**config.mk**
```make
export PLATFORM = sky130hd
export DESIGN_NAME = tmr_err_monitor
export DESIGN_NICKNAME = d
export VERILOG_FILES = /design/src/rtl/tmr_mon_pkg.sv /design/src/rtl/tmr_err_chan.sv /design/src/rtl/tmr_err_monitor.sv
export SDC_FILE = /design/constraint.sdc
export NUM_CORES = 1
export LEC_CHECK = 0
export CORE_AREA = 2 2 68 63
export DETAILED_ROUTE_END_ITERATION = 7
export DIE_AREA = 0 0 70 65
export PLACE_DENSITY = 0.82
export RECOVER_POWER = 25
export SLEW_MARGIN = 20
export SYNTH_ARGS = -nofsm -noshare
export SYNTH_HDL_FRONTEND = slang
export SYNTH_SLANG_ARGS = --single-unit
```
**constraint.sdc**
```tcl
create_clock -name clk -period 7.2 [get_ports clk]
set_input_delay 1.08 -clock clk [delete_from_list [all_inputs] [get_ports clk]]
set_output_delay 1.08 -clock clk [all_outputs]
set_load 0.02 [all_outputs]
```
**src/rtl/tmr_mon_pkg.sv**
```systemverilog
// Shared types and helpers for the TMR error monitor: FSM encoding, popcount
// and a saturating adder whose width is passed in by the caller.
package tmr_mon_pkg;

  typedef enum logic [1:0] {
    IDLE    = 2'd0,
    PENDING = 2'd1,
    RESYNC  = 2'd2
  } mon_state_e;

  localparam int unsigned MAX_SRC = 64;

  // Only the low n bits of v are counted, so callers may zero-extend freely.
  function automatic logic [31:0] popcount(input logic [MAX_SRC-1:0] v, input int unsigned n);
    logic [31:0] c;
    c = '0;
    for (int unsigned i = 0; i < MAX_SRC; i++)
      if (i < n && v[i]) c = c + 32'd1;
    return c;
  endfunction

  function automatic logic [63:0] sat_add(input logic [63:0] a, input logic [63:0] b,
                                          input int unsigned w);
    logic [64:0] s;
    logic [64:0] mx;
    s  = {1'b0, a} + {1'b0, b};
    mx = (65'd1 << w) - 65'd1;
    return (s > mx) ? mx[63:0] : s[63:0];
  endfunction

endpackage

```
**src/rtl/tmr_err_chan.sv**
```systemverilog
// One monitored err line: input/edge registers, rising-edge event, persistence
// counter and the sticky bit that software clears by acknowledging.
module tmr_err_chan
  import tmr_mon_pkg::*;
#(
  parameter int PERSIST = 3
) (
  input  logic clk,
  input  logic rst_n,
  input  logic err,
  input  logic freeze,
  input  logic clr_prev,
  input  logic clr_sticky,
  output logic evt,
  output logic persist_hit,
  output logic sticky
);

  localparam int PW = $clog2(PERSIST + 1);

  logic          err_q;
  logic          err_prev;
  logic [PW-1:0] pcnt;

  assign evt         = err_q & ~err_prev;
  assign persist_hit = (int'(pcnt) + int'(err_q)) >= PERSIST;

  always_ff @(posedge clk) begin
    if (!rst_n) begin
      err_q    <= 1'b0;
      err_prev <= 1'b0;
      pcnt     <= '0;
      sticky   <= 1'b0;
    end else begin
      err_q    <= err;
      // Forgetting the previous sample makes a still-high line re-fire after resync.
      err_prev <= clr_prev ? 1'b0 : err_q;

      if (freeze || !err_q)
        pcnt <= '0;
      else if (pcnt != PW'(PERSIST))
        pcnt <= pcnt + 1'b1;

      if (freeze)
        sticky <= clr_sticky ? 1'b0 : sticky;
      else
        sticky <= (clr_sticky ? 1'b0 : sticky) | err_q;
    end
  end

endmodule

```
**src/rtl/tmr_err_monitor.sv**
```systemverilog
// Collects the err lines of triplicated logic: counts disagreement events,
// raises an interrupt for software and requests a replica resync on persistence.
module tmr_err_monitor
  import tmr_mon_pkg::*;
#(
  parameter int N_SRC   = 4,
  parameter int CNT_W   = 16,
  parameter int PERSIST = 3
) (
  input  logic             clk,
  input  logic             rst_n,
  input  logic [N_SRC-1:0] err_i,
  input  logic             ack_i,
  input  logic             cnt_clr_i,
  output logic             irq_o,
  output logic [N_SRC-1:0] sticky_o,
  output logic [CNT_W-1:0] err_count_o,
  output logic             resync_req_o,
  input  logic             resync_done_i
);

  mon_state_e       state;
  logic [N_SRC-1:0] evt;
  logic [N_SRC-1:0] hit;
  logic [31:0]      pc;
  logic             hit_any;
  logic             evt_any;
  logic             freeze;
  logic             clr_prev;
  logic             clr_sticky;

  assign hit_any    = |hit;
  assign evt_any    = |evt;
  assign pc         = popcount(64'(evt), N_SRC);
  assign freeze     = (state == RESYNC);
  assign clr_prev   = freeze & resync_done_i;
  // Ack only clears when it is actually accepted, i.e. not pre-empted by a resync.
  assign clr_sticky = clr_prev | ((state == PENDING) & ~hit_any & ack_i);

  for (genvar g = 0; g < N_SRC; g++) begin : g_chan
    tmr_err_chan #(.PERSIST(PERSIST)) u_chan (
      .clk        (clk),
      .rst_n      (rst_n),
      .err        (err_i[g]),
      .freeze     (freeze),
      .clr_prev   (clr_prev),
      .clr_sticky (clr_sticky),
      .evt        (evt[g]),
      .persist_hit(hit[g]),
      .sticky     (sticky_o[g])
    );
  end

  always_ff @(posedge clk) begin
    if (!rst_n)
      err_count_o <= '0;
    else
      err_count_o <= CNT_W'(sat_add(cnt_clr_i ? 64'd0 : 64'(err_count_o), 64'(pc), CNT_W));
  end

  always_ff @(posedge clk) begin
    if (!rst_n) begin
      state        <= IDLE;
      irq_o        <= 1'b0;
      resync_req_o <= 1'b0;
    end else begin
      case (state)
        IDLE: begin
          if (hit_any) begin
            state        <= RESYNC;
            resync_req_o <= 1'b1;
          end else if (evt_any) begin
            state <= PENDING;
            irq_o <= 1'b1;
          end
        end
        PENDING: begin
          if (hit_any) begin
            state        <= RESYNC;
            irq_o        <= 1'b0;
            resync_req_o <= 1'b1;
          end else if (ack_i) begin
            state <= IDLE;
            irq_o <= 1'b0;
          end
        end
        RESYNC: begin
          if (resync_done_i) begin
            state        <= IDLE;
            resync_req_o <= 1'b0;
          end
        end
        default: begin
          state        <= IDLE;
          irq_o        <= 1'b0;
          resync_req_o <= 1'b0;
        end
      endcase
    end
  end

endmodule

```
Word-level counts from Yosys, hierarchy flattened
Cells that the tools add are included.
{"block": "totals", "regBits": 40, "inputBits": 9, "output_inout_bits": 22, "wordCells": 116}
{"block": "classes", "addsub": 12, "n_lt_le_gt_ge": 5, "n_eq_ne": 12, "mux": 28, "n_bitwise": 19, "n_reduce_logical": 20}
{"cell": "greater-or-equal comparator 32 x 3 -> 1 bit (second input constant)", "count": 4}
{"cell": "2-to-1 mux 32 bit", "count": 3}
{"cell": "adder 32 x 1 -> 32 bit (second input constant)", "count": 2}
{"cell": "adder 16 x 32 -> 33 bit", "count": 1}
{"cell": "> comparator 33 x 16 -> 1 bit (second input constant)", "count": 1}
{"cell": "2-to-1 mux 16 bit", "count": 2}
{"cell": "2-to-1 mux 1 bit", "count": 15}
{"cell": "inequality test 2 bit (second input constant)", "count": 7}
{"cell": "adder 2 x 1 -> 3 bit", "count": 4}
{"cell": "OR reduction 2 bit", "count": 6}
{"cell": "2-to-1 mux 2 bit", "count": 5}
{"cell": "adder 2 x 1 -> 2 bit (second input constant)", "count": 4}
{"cell": "OR reduction 4 bit", "count": 2}
{"cell": "bitwise AND 1 bit", "count": 7}
{"cell": "inverter 1 bit", "count": 7}
{"cell": "inequality test 3 bit (second input constant)", "count": 2}
{"cell": "one-hot mux 2 bit (3 select lines)", "count": 1}
{"cell": "bitwise OR 1 bit", "count": 5}
{"cell": "logical NOT 1 bit", "count": 4}
{"cell": "logical OR 1 bit", "count": 4}
{"cell": "AND reduction 4 bit", "count": 1}
{"cell": "one-hot mux 1 bit (3 select lines)", "count": 1}
{"cell": "AND reduction 3 bit", "count": 1}
{"cell": "adder 1 x 1 -> 2 bit (second input constant)", "count": 1}
{"cell": "6 further kinds", "count": 6}

Logic depth before layout (Yosys ltp)
Gate-level depths: netlist of the first run.
{"block": "logic_depth", "depth_word": 12, "depth_mapped": 13, "ltp_nobuf": 12}

Cells and area by module
From an unflattened synthesis of the first run, not the netlist that was laid out.
{"block": "hier_totals", "hier_cells": 232, "area_unflattened_um2": 2354.8}
{"module": "tmr_err_monitor", "n_inst": 1, "cells_per_inst": 152, "area_per_inst_um2": 1443.9, "seq_area_each_um2": 400.4}
{"module": "tmr_err_chan", "n_inst": 4, "cells_per_inst": 20, "area_per_inst_um2": 227.7, "seq_area_each_um2": 100.1}

Worst setup path before layout of the first run
No wires, ideal clock.
{"block": "synth_path", "path_kind": "input to register", "start": "input port cnt_clr_i", "end": "register err_count_o[5]", "t_arrival_ns": 2.893, "required_time_ns": 7.137, "path_slack_ns": 4.244, "path_stages": 10, "path_cell_list": "buf_2 -> clkinv_1 -> nand2_1 -> inv_1 -> ha_1 -> a211oi_1 -> o21bai_1 -> buf_4 -> a2111o_1 -> nand3_1"}
{"block": "synth_between", "elab_chain_cells": 4}
{"item": "start: declaration", "line_no": "tmr_err_monitor.sv:14", "text": "input logic cnt_clr_i,"}
{"item": "2-to-1 mux 16 bit *", "line_no": "tmr_err_monitor.sv:58", "text": "err_count_o <= CNT_W'(sat_add(cnt_clr_i ? 64'd0 : 64'(err_count_o), 64'(pc), CNT_W));"}
{"item": "adder 16 x 32 -> 33 bit *", "line_no": "tmr_mon_pkg.sv:26", "text": "s = {1'b0, a} + {1'b0, b};"}
{"item": "> comparator 33 x 16 -> 1 bit", "line_no": "tmr_mon_pkg.sv:28", "text": "return (s > mx) ? mx[63:0] : s[63:0];"}
{"item": "2-to-1 mux 16 bit *", "line_no": "tmr_mon_pkg.sv:28"}
{"item": "end signal: assignment", "line_no": "tmr_err_monitor.sv:58"}
{"item": "end: declaration", "line_no": "tmr_err_monitor.sv:17", "text": "output logic [CNT_W-1:0] err_count_o,"}
Every way passes the cells marked *; elsewhere a longest branch is shown, timed or not.
A chain may end at the register's enable or synchronous reset.

Worst setup path in the final report of the first run
{"block": "layout_path", "start": "input port cnt_clr_i", "end": "register err_count_o[15]"}
Same word-level chain as after synthesis.

==> metrics.md, run 1 <==
| Metric | Value |
|---|---|
| Status | complete, no violations |
| Largest net degree at the start of global routing | 18 |
| Area growth syn-to-layout | 17.7% |
| Post-synth EDFFs | 0 |
| P_leak | 1.07 nW |
| Clock Skews | 11.9 ps |
| Worst Tran Pin Value | 934 ps |
| Worst Path Buf+Inv | 2 |
| Max_cap viols | 0 |
| Most used DFF post-synth | dfxtp_1 |
| Unrepaired setup endpoints after global routing | no |
| Adder-cell share of the synthesized area | 11.4% |
| # DRC | 0 |
| Crit Path Class | in2reg |
| Worst path top cell family by delay | buffers and inverters |
| Die outline height | 65 um |
| GPL Wtd Cong | 0.842 |
| Post-synth ARST share | 0% |
| Max incr delay on CP | 730 ps |
| Startpoint types | input port |
| GRT overflow | 0 |
| Initial DRC count | 93 |
| Routed Antenna Nets | 0 |
| Compound-cell area share of the yosys netlist | 15.6% |
| Vias in the first global route | 1,645 |
| First-pass GRT wire length | 7560 um |
| Worst hold-check path type | reg2reg |
| CTS buffer count | 5 |
| Seq/Total Area, Yosys | 37.2% |
| CTS Sinks | 40 |
| Placed insts | 297 |
| Max-slew violations | 0 |
| Core box area | 3910 sq um |
| Initial core utilization | 55.1% |
| Worst slew margin | 37.7% |
| IO Pins | 31 |
| FF+latch count, synth | 40 |
| Total track usage | 20.8% |
| Cell Area, Synth | 2150 sq um |
| Share of cells above drive strength 1 | 6.23% |
| Most frequent cells in the layout | dfxtp_1, clkdlybuf4s50_1, ha_1, nand2_1, nor2_1 |
| Power density over the cells | 184 nW/um^2 |
| Fin cells | 305 |
| Mux cell area share after synthesis | 3.31% |
| Htree depth | 2 |
| Clock root buffer | clkbuf_8 |
| Pre-antenna DRT Iters | 5 |
| Crit path max-delay cell type | a21oi_1 |
| DIE WIDTH | 70 um |
| CP cell instances | clkdlybuf4s50_1 > clkinv_1 > nand2_1 > fa_1 > nand2b_1 > a21oi_1 > and4b_1 > a211oi_2 |
| Setup Viol. Count Final | 0 |
| Worst slack at placement | 3120 ps |
| Die area | 4550 sq um |
| Average wire per standard cell | 14.0 um |
| Routed wire length | 4280 um |
| Post-Syn Instances | 230 |
| Initial antenna violation count | 0 |
| CTS tree | built |
| Arrival time at the worst endpoint | 4020 ps |
| Rows | 22 |
| Final #Nets | 284 |
| Synth Warn # | 0 |
| Commonest non-fill, non-tap cell in the layout | dfxtp_1 |
| CP max FO | 11 |
| Fmax | 263 MHz |
| CP Capture Type | flip-flop |
| XOR/XNOR Fraction of Synth Area | 4.88% |
| # hold bufs at CTS | 0 |
| Clk Latency, worst-skew pair | 290 ps |
| Clk buf depth | 2 |
| Clock slew at reported path FFs | 80 ps |
| VDD IR-drop max | 165 uV |
| TNS Setup | 0 ps |
| Post-detail-place hpwl | 3140 um |
| Synth Net Count | 258 |
| Part of the cycle the worst path needs | 52.8% |
| Main combinational cell family by area after synthesis | simple AND/OR/NAND/NOR gates |
| Post-layout min period | 3800 ps |
| Diodes inserted | 0 |
| Final Hold Violating Endpoints | 0 |
| # Post-CTS Setup Buffers | 0 |
| Cell variety after synth | 52 |
| WP data required | 7420 ps |
| Port Buf Inserts | 30 |
| Total number of vias | 1,722 |
| Vias per cell | 5.65 |
| PostCTS Resize Cnt | 0 |
| Synth Area in Simple Gates | 22.7% |
| Syn avg cell area | 9.36 sq um |
| Slack of the critical path | 3400 ps |
## routing by layer
layer	up-vias	track usage [%]	routed length, um
met1	786	29.3	2080
met5	-	0	0
met4	0	6.01	48
met2	52	32.1	1890
met3	6	4.35	268
li1	878	-	-
## sequential cells by signal (all words and copies together), names as in the netlist
| signal | cells |
|---|---|
| g_chan.u_chan.sticky | 4 |
| g_chan.u_chan.err_q | 4 |
| g_chan.u_chan.pcnt | 8 |
| state | 2 |
| resync_req_o | 1 |
| irq_o | 1 |
| g_chan.u_chan.err_prev | 4 |
| err_count_o | 16 |
## final timing paths
path | endpoint | slack (ps) | cells after the start | start
worst max-delay path | err_count_o[15] | 3400 | 8 | cnt_clr_i
worst min register to register | g_chan[0].u_chan.sticky | 480 | 1 | g_chan[0].u_chan.sticky
worst max register to register | err_count_o[15] | 3670 | 11 | g_chan[0].u_chan.err_q
worst min-delay path | g_chan[0].u_chan.sticky | 480 | 1 | g_chan[0].u_chan.sticky
## synthesized netlist by cell type (all sizes together), types with 2 or more instances
| cell type | instances | area share [%] |
|---|---|---|
| a22o | 4 | 1.6 |
| mux2i | 6 | 2.8 |
| clkbuf | 3 | 0.58 |
| and2 | 10 | 2.9 |
| nor2 | 14 | 2.4 |
| dfxtp | 40 | 37 |
| o31a | 2 | 0.81 |
| a31o | 3 | 1.2 |
| xor2 | 7 | 2.8 |
| and3 | 4 | 1.2 |
| o21ai | 5 | 1.2 |
| a31oi | 6 | 1.7 |
| nand3 | 9 | 2.7 |
| nand4 | 7 | 2.3 |
| ha | 18 | 10 |
| o21bai | 2 | 0.70 |
| buf | 8 | 2.8 |
| o211ai | 2 | 0.70 |
| a21oi | 9 | 2.1 |
| nor2b | 9 | 2.6 |
| nor3 | 3 | 0.70 |
| inv | 6 | 1.0 |
| nand2b | 4 | 1.2 |
| a22oi | 2 | 0.70 |
| a211oi | 5 | 2.0 |
| nand2 | 17 | 3.0 |
| xnor2 | 5 | 2.0 |
| a21o | 2 | 0.70 |
## area by class of cell
cell class	instances	area [sq um]
timing repair buffer	30	300
inverter	7	26.3
tap	48	60.1
clock buffer	7	86.3
fill	326	1380
clock inverter	1	7.51
sequential	40	801
multi-input combinational	172	1250
## logic make-up after synthesis
family / after synthesis
adders and majority gates: 19
other: 1
buffers and inverters: 18
AOI/OAI and AO/OA: 47
muxes: 7
DFF: 40
xor gates and xnor gates: 12
and+or+nand+nor: 86
## metrics by stage
step                utilization (%)  instance area [sq um]  hold WS, ps  power [mW]
finish                         64.8                   2530          479       0.467
global placement               62.4                   2440          456       0.316
CTS                            64.8                   2530          489       0.472
global route                   64.8                   2530          506       0.488
floorplan                         -                   2150          444       0.294
detailed placement             62.4                   2440          471       0.317
## power breakdown
| part | switching, mW | leakage [nW] | internal [mW] |
|---|---|---|---|
| clock | 0.0780 | 0.0445 | 0.0779 |
| sequential | 0.00872 | 0.327 | 0.233 |
| combinational | 0.0374 | 0.699 | 0.0322 |
Note: power is estimated with default switching activity, not from simulation.
==> inputs of run 2 (changes only) <==
CORE_AREA = 2 2 73 68   (was 2 2 68 63)
DIE_AREA = 0 0 75 70   (was 0 0 70 65)
PLACE_DENSITY = 0.75   (was 0.82)
clock period = 3.2 ns   (was 7.2 ns; I/O delays follow)
==> run 2 against run 1 <==
Global-route usage down 3.0 points. First-iteration DRC count decreased by 29%. Sequential share of layout area shrank 0.79 points. Critical path depth rose by 2. Combinational power grew 140%. Total power increased by 120%. Clock skew decreased by 8.7 ps. Wire length rose by 0.42%. Worst hold slack got worse by 4.7 ps. Clock power grew 110%. Flip-flop and latch count unchanged. Via count rose by 2.0%. Largest power group unchanged.
==> metrics.md, run 2 (synthesized netlist as in run 1, its figures left out) <==
| Metric | Value |
|---|---|
| IO Pins | 31 |
| Commonest non-fill, non-tap cell in the layout | dfxtp_1 |
| Area growth syn-to-layout | 20.7% |
| CTS tree | built |
| Crit path max-delay cell type | a2111o_1 |
| TNS Setup | 0 ps |
| Initial antenna violation count | 0 |
| Worst Tran Pin Value | 674 ps |
| Initial DRC count | 66 |
| Uppermost routed layer | met4 |
| Metal1 wirelength | 2150 um |
| Worst Path Buf+Inv | 0 |
| Htree depth | 2 |
| GRT overflow | 0 |
| Setup Viol. Count Final | 0 |
| Final Util | 56.5% |
| R2R depth | 10 |
| Top reg by flops | err_count_o |
| WP data required | 3430 ps |
| Total number of vias | 1,756 |
| Hold path cells | 1 |
| Multi-input logic area | 1270 sq um |
| Endpoint, Worst Hold | g_chan[2].u_chan.sticky |
| GPL Wtd Cong | 0.821 |
| CP max FO | 11 |
| Crit Path Class | reg2reg |
| Top Registers | err_count_o (16), g_chan.u_chan.pcnt (8) |
| Unrepaired setup endpoints after global routing | no |
| Largest register FFs | 16 |
| Metal2 WL | 1950 um |
| R2r setup slk | 240 ps |
| DIE WIDTH | 75 um |
| Die outline height | 70 um |
| VDD IR-drop max | 383 uV |
| WP depth | 10 |
| Arrival time at the worst endpoint | 3190 ps |
| CTS buffer count | 5 |
| Part of the cycle the worst path needs | 92.5% |
| Max incr delay on CP | 460 ps |
| Vias in the first global route | 1,554 |
| Worst path top cell family by delay | compound AO/OA/AOI/OAI gates |
| Clock slew at reported path FFs | 80 ps |
| Core box area | 4590 sq um |
| CTS Sinks | 40 |
| Initial core utilization | 46.8% |
| Power density over the cells | 396 nW/um^2 |
| Clock Skews | 3.24 ps |
| Max_cap viols | 0 |
| Port Buf Inserts | 30 |
| Pre-antenna DRT Iters | 4 |
| Fill count | 425 |
| CP most frequent cell | ha_1 |
| Routed Antenna Nets | 0 |
| Total track usage | 17.8% |
| Critical R2R Capture | err_count_o[5] |
| Die area | 5250 sq um |
| Post-detail-place hpwl | 3170 um |
| Clock root buffer | clkbuf_8 |
| Worst slew margin | 55.0% |
| Largest net degree at the start of global routing | 18 |
| Metal3 WL | 172 um |
| CP cell instances | nor2b_2 > ha_1 > xnor2_2 > ha_1 > mux2_2 > ha_1 > a211oi_1 > o21bai_2 > a2111o_1 > nand3_1 |
| Clk buf depth | 2 |
| Post-layout min period | 2960 ps |
| Max-slew violations | 0 |
| Average wire per standard cell | 13.2 um |
| Placed insts | 320 |
| R2r startpoint | g_chan[0].u_chan.err_q |
| CP Capture Type | flip-flop |
| Clk Latency, worst-skew pair | 290 ps |
| Fin cells | 327 |
| Status | complete, no violations |
| Worst hold-check path type | reg2reg |
| Final Hold Violating Endpoints | 0 |
| # hold bufs at CTS | 0 |
| Diodes inserted | 0 |
| Fmax | 338 MHz |
| First-pass GRT wire length | 7290 um |
| Final #Nets | 290 |
| Share of cells above drive strength 1 | 9.54% |
| Rows | 24 |
| P_leak | 1.11 nW |
| FF+latch area | 801 sq um |
| Hold path start | g_chan[2].u_chan.sticky |
| # DRC | 0 |
| Startpoint types | flip-flop |
| Routed wire length | 4300 um |
| Vias per cell | 5.37 |
| Most frequent cells in the layout | dfxtp_1, clkdlybuf4s50_1, nand2_1, ha_1, nor2_1 |
## run 2: per-stage QoR
stage               hold slack [ps]  instance area (sq um)  worst slack [ps]  power [mW]
floorplan                       444                   2150               344       0.661
global placement                461                   2500               137       0.716
detailed placement              460                   2500              19.8       0.721
CTS                             479                   2590               164        1.04
global route                    492                   2600              2.86        1.08
finish                          475                   2600               241        1.03
## run 2: report_power, final
part / switching [mW] / internal, mW / total [mW]
Sequential: 0.0182 / 0.523 / 0.541
Clock: 0.171 / 0.148 / 0.320
Combinational: 0.0878 / 0.0787 / 0.166
Total: 0.277 / 0.750 / 1.03
## run 2: layer usage
metal / track usage, % / vias up
li1: - / 892
met3: 4.91 / 7
met4: 4.17 / 0
met1: 26.5 / 828
met2: 25.3 / 29
met5: 0 / -
## run 2: layout make-up
type / instances / area share, %
timing repair buffer: 36 / 13.2
sequential: 40 / 30.8
inverter: 7 / 1.01
tap: 65 / 3.13
clock buffer: 6 / 2.79
multi-input combinational: 172 / 48.9
clock inverter: 1 / 0.193
## run 2: worst max-delay path by stage
stage / to / slack [ps] / start
after global placement: err_count_o[7] / 140 / g_chan[0].u_chan.err_q
after CTS: err_count_o[5] / 160 / g_chan[0].u_chan.err_q
after detailed placement: err_count_o[7] / 20 / g_chan[0].u_chan.err_q
after global routing: err_count_o[15] / 3 / g_chan[1].u_chan.err_q
final: err_count_o[5] / 240 / g_chan[0].u_chan.err_q
after floorplan: err_count_o[5] / 340 / g_chan[0].u_chan.err_q
## run 2: repair_timing
| item | 4_1_cts | 5_1_grt |
|---|---|---|
| setup endpoints to repair | 1 | 16 |
| cloned | 0 | 0 |
| gates resized for setup | 1 | 4 |
| buffers inserted | 0 | 0 |
==> inputs of run 3 (changes only) <==
SKIP_LAST_GASP = 1   (was not set)
==> results of run 3 <==
No change in the layout: final DEF, timing and power equal those of run 2.
